--- src/rtl/qam_mapper_stream.sv ---
// -----------------------------------------------------------------------------
// qam_mapper_stream
//
// Streaming QAM symbol mapper. Accepts DATA_W-bit payload words over a
// valid/ready handshake, slices each word MSB-first into k-bit symbols
// (k chosen per word by qam) and emits one signed {I, Q} constellation point
// per cycle with downstream backpressure. Trailing DATA_W mod k bits of a
// word are discarded.
//
// Parameters
//   DATA_W : payload word width in bits (>= 8)
//   IQ_W   : width of each signed I and Q sample (>= 4)
//
// Ports
//   clk        in   system clock, rising edge
//   rst        in   synchronous active-high reset
//   signal_in  in   payload word, first symbol taken from the MSBs
//   in_valid   in   signal_in valid
//   ready      out  mapper can accept a word this cycle
//   qam        in   0 BPSK, 1 QPSK, 2 16QAM, 3 64QAM, 4 256QAM, 5-7 invalid
//   signal_out out  {I, Q}, each IQ_W-bit two's complement
//   valid      out  signal_out holds a valid symbol
//   out_ready  in   downstream accepts the symbol
//   last       out  current symbol is the final symbol of its word
//   error      out  one-cycle pulse after a word is accepted with invalid qam
//
// Build option
//   GRAY_MAP_EN : when defined, each axis index is Gray-decoded before the
//                 amplitude calculation (Gray-coded constellation). BPSK and
//                 QPSK are unaffected.
// -----------------------------------------------------------------------------
module qam_mapper_stream #(
  parameter int DATA_W = 32,
  parameter int IQ_W   = 16
) (
  input  logic                clk,
  input  logic                rst,
  input  logic [DATA_W-1:0]   signal_in,
  input  logic                in_valid,
  output logic                ready,
  input  logic [2:0]          qam,
  output logic [2*IQ_W-1:0]   signal_out,
  output logic                valid,
  input  logic                out_ready,
  output logic                last,
  output logic                error
);

  localparam int CNT_W = $clog2(DATA_W + 1);
  localparam int MAX_I = (2 ** (IQ_W - 1)) - 1;

  // Per-mode amplitude steps, resolved at elaboration time.
  localparam logic [IQ_W-1:0] STEP_1  = IQ_W'(MAX_I / 1);
  localparam logic [IQ_W-1:0] STEP_3  = IQ_W'(MAX_I / 3);
  localparam logic [IQ_W-1:0] STEP_7  = IQ_W'(MAX_I / 7);
  localparam logic [IQ_W-1:0] STEP_15 = IQ_W'(MAX_I / 15);

  typedef enum logic {
    IDLE,
    RUN
  } state_t;

  typedef enum logic [2:0] {
    MODE_BPSK  = 3'd0,
    MODE_QPSK  = 3'd1,
    MODE_16QAM = 3'd2,
    MODE_64QAM = 3'd3,
    MODE_256QAM = 3'd4
  } mode_t;

  state_t              state;
  state_t              state_next;
  mode_t               mode;
  logic [DATA_W-1:0]   shift_reg;
  logic [CNT_W-1:0]    count;
  logic                error_q;

  logic                accept;
  logic                qam_ok;
  logic                fire;

  // ---------------------------------------------------------------------------
  // Helpers
  // ---------------------------------------------------------------------------
  function automatic logic [3:0] bits_per_symbol(input mode_t m);
    case (m)
      MODE_BPSK:   return 4'd1;
      MODE_QPSK:   return 4'd2;
      MODE_16QAM:  return 4'd4;
      MODE_64QAM:  return 4'd6;
      default:     return 4'd8;
    endcase
  endfunction

  function automatic logic [CNT_W-1:0] symbols_per_word(input logic [2:0] q);
    case (q)
      3'd0:    return CNT_W'(DATA_W / 1);
      3'd1:    return CNT_W'(DATA_W / 2);
      3'd2:    return CNT_W'(DATA_W / 4);
      3'd3:    return CNT_W'(DATA_W / 6);
      default: return CNT_W'(DATA_W / 8);
    endcase
  endfunction

  // (2n - span) * step, where span = 2^m - 1. |2n - span| <= span, so the
  // product never exceeds MAX and fits IQ_W bits without saturation.
  function automatic logic [IQ_W-1:0] axis_amp(input logic [3:0]      n,
                                                input logic [3:0]      span,
                                                input logic [IQ_W-1:0] step);
    logic signed [5:0]      lvl;
    logic signed [IQ_W+5:0] prod;
    lvl  = $signed({1'b0, n, 1'b0}) - $signed({2'b00, span});
    prod = (IQ_W + 6)'(lvl) * $signed({6'b0, step});
    return prod[IQ_W-1:0];
  endfunction

`ifdef GRAY_MAP_EN
  // Zero-extended Gray codes decode identically, so one 4-bit decoder serves
  // every axis width.
  function automatic logic [3:0] gray2bin(input logic [3:0] g);
    return g ^ (g >> 1) ^ (g >> 2) ^ (g >> 3);
  endfunction
`endif

  // ---------------------------------------------------------------------------
  // Handshake
  // ---------------------------------------------------------------------------
  assign qam_ok = (qam <= 3'd4);
  assign ready  = (state == IDLE) && !rst;
  assign valid  = (state == RUN);
  assign accept = in_valid && ready;
  assign fire   = valid && out_ready;
  assign last   = valid && (count == CNT_W'(1));
  assign error  = error_q;

  // ---------------------------------------------------------------------------
  // FSM
  // ---------------------------------------------------------------------------
  // NOTE: clocked state uses non-blocking assignments so every register
  // samples pre-edge values regardless of process ordering.
  always_ff @(posedge clk) begin
    if (rst) state <= IDLE;
    else     state <= state_next;
  end

  // NOTE: next-state gets a default before the case so no path leaves it
  // unassigned, which would infer a latch.
  always_comb begin
    state_next = state;
    case (state)
      IDLE: if (accept && qam_ok)                  state_next = RUN;
      RUN:  if (fire && (count == CNT_W'(1)))      state_next = IDLE;
      default:                                     state_next = IDLE;
    endcase
  end

  // ---------------------------------------------------------------------------
  // Datapath registers
  // ---------------------------------------------------------------------------
  always_ff @(posedge clk) begin
    if (rst) begin
      shift_reg <= '0;
      count     <= '0;
      mode      <= MODE_BPSK;
      error_q   <= 1'b0;
    end else begin
      error_q <= accept && !qam_ok;
      if (accept && qam_ok) begin
        shift_reg <= signal_in;
        count     <= symbols_per_word(qam);
        mode      <= mode_t'(qam);
      end else if (fire) begin
        shift_reg <= shift_reg << bits_per_symbol(mode);
        count     <= count - CNT_W'(1);
      end
    end
  end

  // ---------------------------------------------------------------------------
  // Constellation mapping
  // ---------------------------------------------------------------------------
  logic [7:0]      top;
  logic [3:0]      n_i;
  logic [3:0]      n_q;
  logic [3:0]      span;
  logic [IQ_W-1:0] step;
  logic            q_zero;
  logic [IQ_W-1:0] i_amp;
  logic [IQ_W-1:0] q_amp;

  assign top = shift_reg[DATA_W-1 -: 8];

  // BPSK reuses the single-bit-per-axis path: (2b - 1) * MAX on I, Q forced 0.
  always_comb begin
    n_i    = {3'b000, top[7]};
    n_q    = {3'b000, top[6]};
    span   = 4'd1;
    step   = STEP_1;
    q_zero = 1'b0;
    case (mode)
      MODE_BPSK: begin
        q_zero = 1'b1;
      end
      MODE_QPSK: begin
        n_i = {3'b000, top[7]};
        n_q = {3'b000, top[6]};
      end
      MODE_16QAM: begin
        n_i  = {2'b00, top[7:6]};
        n_q  = {2'b00, top[5:4]};
        span = 4'd3;
        step = STEP_3;
      end
      MODE_64QAM: begin
        n_i  = {1'b0, top[7:5]};
        n_q  = {1'b0, top[4:2]};
        span = 4'd7;
        step = STEP_7;
      end
      default: begin
        n_i  = top[7:4];
        n_q  = top[3:0];
        span = 4'd15;
        step = STEP_15;
      end
    endcase
  end

  always_comb begin
`ifdef GRAY_MAP_EN
    i_amp = axis_amp(gray2bin(n_i), span, step);
    q_amp = q_zero ? '0 : axis_amp(gray2bin(n_q), span, step);
`else
    i_amp = axis_amp(n_i, span, step);
    q_amp = q_zero ? '0 : axis_amp(n_q, span, step);
`endif
  end

  // Output is zero whenever no symbol is presented.
  assign signal_out = valid ? {i_amp, q_amp} : '0;

endmodule
--- config.mk ---
export PLATFORM = sky130hd
export DESIGN_NAME = qam_mapper_stream
export DESIGN_NICKNAME = d
export VERILOG_FILES = /design/src/rtl/qam_mapper_stream.sv
export SDC_FILE = /design/constraint.sdc
export NUM_CORES = 1
export LEC_CHECK = 0
export ABC_AREA = 1
export ABC_CLOCK_PERIOD_IN_PS = 11500
export CAP_MARGIN = 0
export CELL_PAD_IN_SITES_DETAIL_PLACEMENT = 0
export CELL_PAD_IN_SITES_GLOBAL_PLACEMENT = 1
export CORE_MARGIN = 2
export CORE_UTILIZATION = 40
export CTS_BUF_LIST = sky130_fd_sc_hd__clkbuf_4 sky130_fd_sc_hd__clkbuf_8 sky130_fd_sc_hd__clkbuf_16
export DETAILED_ROUTE_END_ITERATION = 10
export PLACE_DENSITY = 0.84
export SLEW_MARGIN = 20
export SYNTH_ARGS = -nofsm -noshare
export SYNTH_HDL_FRONTEND = slang
export SYNTH_SLANG_ARGS = --single-unit
export TNS_END_PERCENT = 10
--- constraint.sdc ---
create_clock -name clk -period 11.5 [get_ports clk]
set_input_delay 2.875 -clock clk [delete_from_list [all_inputs] [get_ports clk]]
set_output_delay 2.875 -clock clk [all_outputs]
set_load 0.02 [all_outputs]
==> impl_metrics.yaml, run 1 <==
status:
  status: "finished, final reports clean"
global_route:
  gr-total-overflow: 0
  grt_usage: 0.2186
  antenna_found_initial: 0
  grt_pass1_vias: 6916
  grt_start_max_net_pins: 59
  grt_pass1_wl_mm: 35.40
yosys:
  synth_compound_area_frac: 0.1889
  syn-num-nets: 1280
  synth.cell_area_um2: 7605
  syn_inst: 1089
  ys_types: 43
  synthesis.yosys.warnings: 0
  synth_edf_count: 0
  ys.flop_type: "dfxtp_1"
  muxShareOfSynthArea: 0.01053
  synthSimpleGateAreaFrac: 0.2076
  yosysSeqAreaShare: 0.1132
  synth_top_family_by_area: "adder cells"
  synth-xor-area-share: 0.01152
  syn_avg_cell_area_um2: 6.983
  yosys.area_share.adder: 0.3350
  synth_seq_cells: 43
  synthArstFlopShare: 0
route:
  drt_pass1_iterations: 6
  drt_iter0_markers: 536
  num_vias: 7250
  wl_mm: 21.46
  wl_per_cell_um: 15.68
  antenna_left: 0
  vias_per_cell: 5.296
  route.detailed.drc: 0
placement:
  place_congestion: 0.9191
  place_hpwl_mm: 17.36
  portBuffers: 74
  dp_cells: 1361
  postPlaceCellArea_um2: 8481
die:
  die_y_um: 141.9
  rows: 50
  die_x_um: 141.9
  fp.dieArea_um2: 20130
  io_pins: 75
  initial_core_util: 0.4066
  core-area_um2: 18710
timing:
  max_freq_mhz: 97.71
  slew_headroom: 0.4327
  tightest_slew_ps: 850.0
  setup_viol: 0
  hold_violations: 0
  skew_ps: 3.190
  slew_violations: 0
  holdWs_ps: 494.4
  tns_ps: 0
  fin_crit_ps: 10230
  period_share: 0.8900
  rsz0062_at_grt: "no"
cts:
  cts.clk_slew.worst_paths_ps: 60
  postCtsSetupRepairBufs: 0
  clk_latency_ps: 290
  cts_max_path_buffers: 2
  tritoncts: "yes"
  cts_hold_buffers: 0
  numClockSinks: 43
  htree_levels: 2
  cts_buffers: 5
  root_buffer: "clkbuf_16"
  cts_resized: 0
final_layout:
  final_nets: 1325
  largest_reg_flops: 32
  layout_commonest_cell: "nand2_1"
  final_cell_mix: "nand2_1, inv_1, o21ai_0, fa_1, nor2_1"
  layoutNonFillerInstCount: 1369
  nFillCells: 1932
  antenna_cells: 0
  area_delta_synth_final_pct: 13.36
  stdcell_area_um2: 8621
  drive_gt1_frac: 0.04141
worst_setup_path:
  cp.arrival_ps: 7360
  end_kind: "output pin"
  critPathMaxStageDelay_ps: 610
  cp_slowest_cell: "clkdlybuf4s50_1"
  crit_fanout: 27
  worstPathRequired_ps: 8630
  worst-r2r-setup-slack_ps: 8310
  crit_type: "register to output pin"
  startpoint_type: "register"
min_path:
  worstHoldPathType: "register to register"
job:
  maxCapViolCount: 0
Yosys cell counts (all sizes together) (9+ instances only):
master	instances	area, um2
a21oi	68	340.3
a221oi	9	78.83
a31oi	11	68.82
a41oi	9	78.83
buf	28	153.9
clkbuf	15	56.30
dfxtp	43	860.8
fa	86	1722
ha	66	825.8
inv	211	794.5
nand2	233	919.6
nand3	33	187.7
nor2	88	357.8
o211ai	14	105.1
o21ai	111	555.5
o221ai	9	78.83
logic make-up (layout without fill, tap and decap cells):
kind of cell / count (synthesis) / in the layout
compound gates: 248 / 248
xor+xnor: 10 / 10
fa+ha+maj: 152 / 152
buf+inv: 255 / 301
flops: 43 / 43
mux: 8 / 8
simple gates: 373 / 373
through the flow:
step	util	worst slack, ps
floorplan	-	3106
global placement	0.4534	1681
detailed placement	0.4534	1583
CTS	0.4609	1247
global route	0.4609	572.2
finish	0.4609	1265
worst max-delay path, delay by kind of cell (launching register included):
kind                       cells  cell delay (ps)
adders and majority gates      7             2640
buffers and inverters          9             1760
and+or+nand+nor               10             1320
AOI/OAI and AO/OA              7             1010
DFF                            1              300
metal layers:
metal / up-vias / wire length (um) / global-route usage
met5: - / 0 / 0
met4: 0 / 376 / 0.05105
met3: 26 / 834 / 0.01350
met2: 202 / 9896 / 0.3569
met1: 3412 / 10360 / 0.3186
li1: 3610 / - / -
cell type report:
cell class	instances	area, um2	share of cell area
inverter	212	803.3	0.09318
multi-input combinational	791	5731	0.6647
tap	234	292.8	0.03396
timing repair buffer	81	793.3	0.09202
sequential	43	860.8	0.09985
clock inverter	3	15.01	0.001742
clock buffer	5	125.1	0.01451
worst paths after layout:
path / from / endpoint / cells after the start
max: mode[2]$_SDFFE_PP0P_ / signal_out[15] / 33
max reg2reg: mode[1]$_SDFFE_PP0P_ / shift_reg[23]$_SDFFE_PP0P_ / 10
min reg2reg: shift_reg[5]$_SDFFE_PP0P_ / shift_reg[5]$_SDFFE_PP0P_ / 2
min: shift_reg[5]$_SDFFE_PP0P_ / shift_reg[5]$_SDFFE_PP0P_ / 2
Power of run 1 is not shown: default switching activity piles up to over one toggle a cycle in this logic, so the estimate is an artifact.
==> run 2, diff against run 1 <==
--- a/config.mk
+++ b/config.mk
@@ -5,7 +5,6 @@
 export SDC_FILE = /design/constraint.sdc
 export NUM_CORES = 1
 export LEC_CHECK = 0
-export ABC_AREA = 1
 export ABC_CLOCK_PERIOD_IN_PS = 11500
 export CAP_MARGIN = 0
 export CELL_PAD_IN_SITES_DETAIL_PLACEMENT = 0
@@ -14,7 +13,7 @@
 export CORE_UTILIZATION = 40
 export CTS_BUF_LIST = sky130_fd_sc_hd__clkbuf_4 sky130_fd_sc_hd__clkbuf_8 sky130_fd_sc_hd__clkbuf_16
 export DETAILED_ROUTE_END_ITERATION = 10
-export PLACE_DENSITY = 0.84
+export PLACE_DENSITY = 0.82
 export SLEW_MARGIN = 20
 export SYNTH_ARGS = -nofsm -noshare
 export SYNTH_HDL_FRONTEND = slang
==> run 2 against run 1 <==
Largest cell class unchanged. Sequential share of layout area is 0.11 points lower. Maximum frequency is 4.2% lower. Synthesized cell count is 11% lower. Global-route usage is 0.53 points lower. Critical path depth is 9 lower. Clock skew is 0.73 ps lower. Die area is 0.68% higher. Routed wire length is 4.0% lower.
==> impl_metrics.yaml, run 2 <==
status:
  status: "finished, final reports clean"
yosys:
  yosysMostFrequentCell: "inv_1"
  synth_commonest_cells: "inv_1, nor2_1, fa_1"
  synth.cell_area_um2: 7659
  synth_top_cell_by_area: "fa_1"
  muxShareOfSynthArea: 0.06894
  yosys.area_share.adder: 0.3326
  syn_inst: 967
  synth_top_family_by_area: "adder cells"
  synth-xor-area-share: 0.03839
  ys_types: 61
  syn-num-nets: 1158
  syn_avg_cell_area_um2: 7.920
  synth_seq_cells: 43
  netlist.area_leader.share: 0.2248
  synth_compound_area_frac: 0.1658
  synthesis.yosys.warnings: 0
  synthArstFlopShare: 0
  yosysSeqAreaShare: 0.1124
  synthTopCellsByArea: "fa_1, dfxtp_1, ha_1"
  synthSimpleGateAreaFrac: 0.1880
  ys.flop_type: "dfxtp_1"
  synth_edf_count: 0
global_route:
  met1_usage: 0.3080
  grt_use_met2: 0.3516
  gr-total-overflow: 0
  grt_usage: 0.2133
  top_usage_layer: "met2"
  antenna_found_initial: 0
  grt_start_max_net_pins: 45
  grt_pass1_vias: 6850
  grtUsageMet3: 0.02288
  grt_pass1_wl_mm: 35.08
worst_setup_path:
  worst-r2r-setup-slack_ps: 8320
  worstPathRequired_ps: 8630
  end_kind: "output pin"
  crit-reg2reg-launch: "mode[2]$_SDFFE_PP0P_"
  crit_path_start: "mode[0]$_SDFFE_PP0P_"
  startpoint_type: "register"
  cp.arrival_ps: 7810
  crit_type: "register to output pin"
  r2r-end: "shift_reg[23]$_SDFFE_PP0P_"
  crit_fanout: 19
  r2r.worst_path.cells: 7
final_layout:
  area_delta_synth_final_pct: 14.13
  final_cell_mix: "inv_1, nor2_1, fa_1, nand2_1, clkdlybuf4s50_1"
  layoutNonFillerInstCount: 1243
  antenna_cells: 0
  final_nets: 1199
  drive_gt1_frac: 0.04955
  layout_commonest_cell: "inv_1"
  largest_reg_flops: 32
cts:
  cts_max_path_buffers: 2
  cts.clk_slew.worst_paths_ps: 60
  postCtsSetupRepairBufs: 0
  cts_resized: 0
  cts_hold_buffers: 0
  cts_buffers: 5
  clk_latency_ps: 290
  tritoncts: "yes"
  htree_levels: 2
  numClockSinks: 43
  root_buffer: "clkbuf_16"
timing:
  skew_ps: 2.461
  rsz0062_at_grt: "no"
  max_freq_mhz: 93.58
  fin_ws_ps: 814.2
  tns_ps: 0
  fin_crit_ps: 10690
  hold_violations: 0
  slew_violations: 0
  tightest_slew_ps: 1041
  setup_viol: 0
  slew_headroom: 0.3042
  holdWs_ps: 509.3
  period_share: 0.9292
die:
  core-area_um2: 18770
  rows: 50
  initial_core_util: 0.4081
  fp.dieArea_um2: 20270
  die_y_um: 142.4
  die_x_um: 142.4
  io_pins: 75
job:
  maxCapViolCount: 0
route:
  route.detailed.drc: 0
  antenna_left: 0
  vias_per_cell: 5.448
  wl_per_cell_um: 16.58
  wl_mm: 20.60
  drt_pass1_iterations: 5
  drt_iter0_markers: 502
  num_vias: 6772
min_path:
  worstHoldPathType: "register to register"
  whs_path_depth: 2
  min-delay-start: "count[4]$_SDFFE_PP0P_"
  worstHoldEndpoint: "count[4]$_SDFFE_PP0P_"
placement:
  portBuffers: 74
  dp_cells: 1235
  dp_slack_ps: 1156
  place_congestion: 0.9407
  place_hpwl_mm: 15.95
==> run 2: per-stage QoR <==
step	utilization	instance area (um2)
final	0.4657	8741
after global routing	0.4657	8741
after CTS	0.4657	8741
after detailed placement	0.4565	8567
after global placement	0.4565	8567
after floorplan	-	7659
==> run 2: how the worst max path moves through the flow <==
stage | end | cells past startpoint | slack (ps)
after floorplan | signal_out[31] | 27 | 1590
after CTS | signal_out[31] | 24 | 810
after detailed placement | signal_out[31] | 24 | 1160
after global placement | signal_out[31] | 24 | 1280
final | signal_out[31] | 24 | 810
after global routing | signal_out[31] | 24 | 160
==> run 2: layer usage <==
| metal | share of wire | up-vias |
|---|---|---|
| met5 | 0 | - |
| met4 | 0.011 | 0 |
| met3 | 0.047 | 18 |
| met1 | 0.48 | 3251 |
| met2 | 0.46 | 188 |
| li1 | - | 3315 |
==> run 2: cells by family (layout without fill, tap and decap cells) <==
| family | Yosys count | count (layout) |
|---|---|---|
| AND/OR/NAND/NOR | 316 | 316 |
| AO/OA/AOI/OAI | 199 | 199 |
| buffers and inverters | 184 | 226 |
| XOR/XNOR | 32 | 32 |
| flip-flops | 43 | 43 |
| adder cells (fa/ha/maj) | 152 | 152 |
| multiplexers | 41 | 41 |
==> run 2: critical path, stage by stage (launching register included) <==
cell and delay (ps):
dfxtp_1 680, mux2i_1 310, a211oi_1 110, a21o_1 190, ha_1 240, ha_1 300, nor2_1 300, nor2_1 170
nor2_1 220, inv_1 90, fa_1 490, fa_1 540, inv_1 50, fa_1 530, inv_1 50, fa_1 530
inv_1 60, ha_1 310, a211o_1 280, a2111oi_0 640, o31ai_1 250, o31ai_1 340, nand2_1 90, mux2i_1 140
clkdlybuf4s50_1 620
==> run 2: cell type report <==
type                            instances  area (um2)
Fill cell                            1904       10030
Multi-Input combinational cell        740        6085
Sequential cell                        43       863.3
Timing Repair Buffer                   86       830.8
Inverter                              132       495.5
Tap cell                              234       292.8
Clock buffer                            6       138.9
Clock inverter                          2       35.03
Power of run 2 is left out for the same reason.
==> run 3, diff against run 2 <==
--- a/config.mk
+++ b/config.mk
@@ -5,7 +5,7 @@
 export SDC_FILE = /design/constraint.sdc
 export NUM_CORES = 1
 export LEC_CHECK = 0
-export ABC_CLOCK_PERIOD_IN_PS = 11500
+export ABC_CLOCK_PERIOD_IN_PS = 12000
 export CAP_MARGIN = 0
 export CELL_PAD_IN_SITES_DETAIL_PLACEMENT = 0
 export CELL_PAD_IN_SITES_GLOBAL_PLACEMENT = 1
==> constraint.sdc (replaced) <==
create_clock -name clk -period 12 [get_ports clk]
set_input_delay 3 -clock clk [delete_from_list [all_inputs] [get_ports clk]]
set_output_delay 3 -clock clk [all_outputs]
set_load 0.02 [all_outputs]
==> run 3 against run 2 <==
Clock-buffer cell count unchanged. Design area about the same. Via count decreased by 0.37%.
==> impl_metrics.yaml, run 3 (synthesized netlist as in run 2, its figures left out) <==
status:
  status: "finished, final reports clean"
cts:
  cts_max_path_buffers: 2
  cts_hold_buffers: 0
  cts_resized: 0
  numClockSinks: 43
  cts_buffers: 5
  cts.clk_slew.worst_paths_ps: 60
  clk_latency_ps: 300
  postCtsSetupRepairBufs: 0
  root_buffer: "clkbuf_16"
  htree_levels: 2
  tritoncts: "yes"
worst_setup_path:
  end_kind: "output pin"
  crit_type: "register to output pin"
  crit_fanout: 19
  worstPathRequired_ps: 9000
  startpoint_type: "register"
  cp.arrival_ps: 7950
die:
  initial_core_util: 0.4081
  rows: 50
  io_pins: 75
  fp.dieArea_um2: 20270
  die_y_um: 142.4
  die_x_um: 142.4
  core-area_um2: 18770
timing:
  skew_ps: 5.095
  max_freq_mhz: 91.30
  rsz0062_at_grt: "no"
  hold_violations: 0
  setup_viol: 0
  tns_ps: 0
  tightest_slew_ps: 948.4
  fin_crit_ps: 10950
  period_share: 0.9127
  slew_headroom: 0.3662
  slew_violations: 0
placement:
  dp_cells: 1234
  place_congestion: 0.9229
  postPlaceCellArea_um2: 8559
  portBuffers: 74
  place_hpwl_mm: 16.46
final_layout:
  antenna_cells: 0
  final_nets: 1198
  layoutNonFillerInstCount: 1242
  final_cell_mix: "inv_1, nor2_1, fa_1, nand2_1, clkdlybuf4s50_1"
  layout_commonest_cell: "inv_1"
  drive_gt1_frac: 0.04861
  utilization: 0.4653
  stdcell_area_um2: 8733
  largest_reg_flops: 32
  area_delta_synth_final_pct: 14.03
  nFillCells: 1897
route:
  wl_per_cell_um: 17.08
  route.detailed.drc: 0
  antenna_left: 0
  drt_pass1_iterations: 5
  num_vias: 6747
  drt_iter0_markers: 695
  wl_mm: 21.21
  vias_per_cell: 5.432
min_path:
  worstHoldPathType: "register to register"
job:
  maxCapViolCount: 0
global_route:
  grt_use_met2: 0.3560
  grtUsageMet3: 0.01884
  grt_pass1_vias: 6864
  antenna_found_initial: 0
  top_usage_layer: "met2"
  grt_pass1_wl_mm: 35.43
  grt_start_max_net_pins: 45
  gr-total-overflow: 0
  grt_usage: 0.2172
  met1_usage: 0.3174
[run 3: per-stage QoR]
stage          worst slack (ps)  hold slack (ps)
2_1_floorplan              1967            468.7
3_3_place_gp               1582            492.4
3_5_place_dp               1374            493.4
4_1_cts                    1017            502.4
5_1_grt                   429.5            546.5
6_report                   1047            499.4
[run 3: routing by layer]
layer | vias up | part of all wire
met5 | - | 0
met4 | 0 | 0.012
met2 | 186 | 0.46
met1 | 3217 | 0.49
li1 | 3323 | -
met3 | 21 | 0.043
[run 3: path summary, 6_finish.rpt]
kind	from	endpoint	slack (ps)	cells past startpoint
worst max-delay path	mode[0]$_SDFFE_PP0P_	signal_out[31]	1050	21
worst min-delay path	count[4]$_SDFFE_PP0P_	count[4]$_SDFFE_PP0P_	500	2
worst max register to register	mode[1]$_SDFFE_PP0P_	shift_reg[17]$_SDFFE_PP0P_	9190	6
worst min register to register	count[4]$_SDFFE_PP0P_	count[4]$_SDFFE_PP0P_	500	2
[run 3: worst max-delay path, cell delays in order (launching register included)]
cell	delay, ps
dfxtp_1	700
inv_1	420
o21ai_2	420
clkinv_1	430
o21ai_0	280
a221oi_1	150
nand2b_1	290
fa_1	540
fa_1	540
inv_1	50
fa_1	520
inv_1	60
fa_1	540
inv_1	70
ha_1	320
a211o_1	280
a2111oi_0	610
o31ai_1	260
o31ai_1	320
nand2_1	90
mux2i_1	140
clkdlybuf4s50_1	620
[run 3: area by class of cell]
class | instances | area [um2] | area share
clock buffer | 6 | 138.9 | 0.01590
inverter | 132 | 495.5 | 0.05673
timing repair buffer | 85 | 823.3 | 0.09427
tap | 234 | 292.8 | 0.03352
sequential | 43 | 863.3 | 0.09885
clock inverter | 2 | 35.03 | 0.004011
multi-input combinational | 740 | 6085 | 0.6967
Power of run 3 is left out for the same reason.
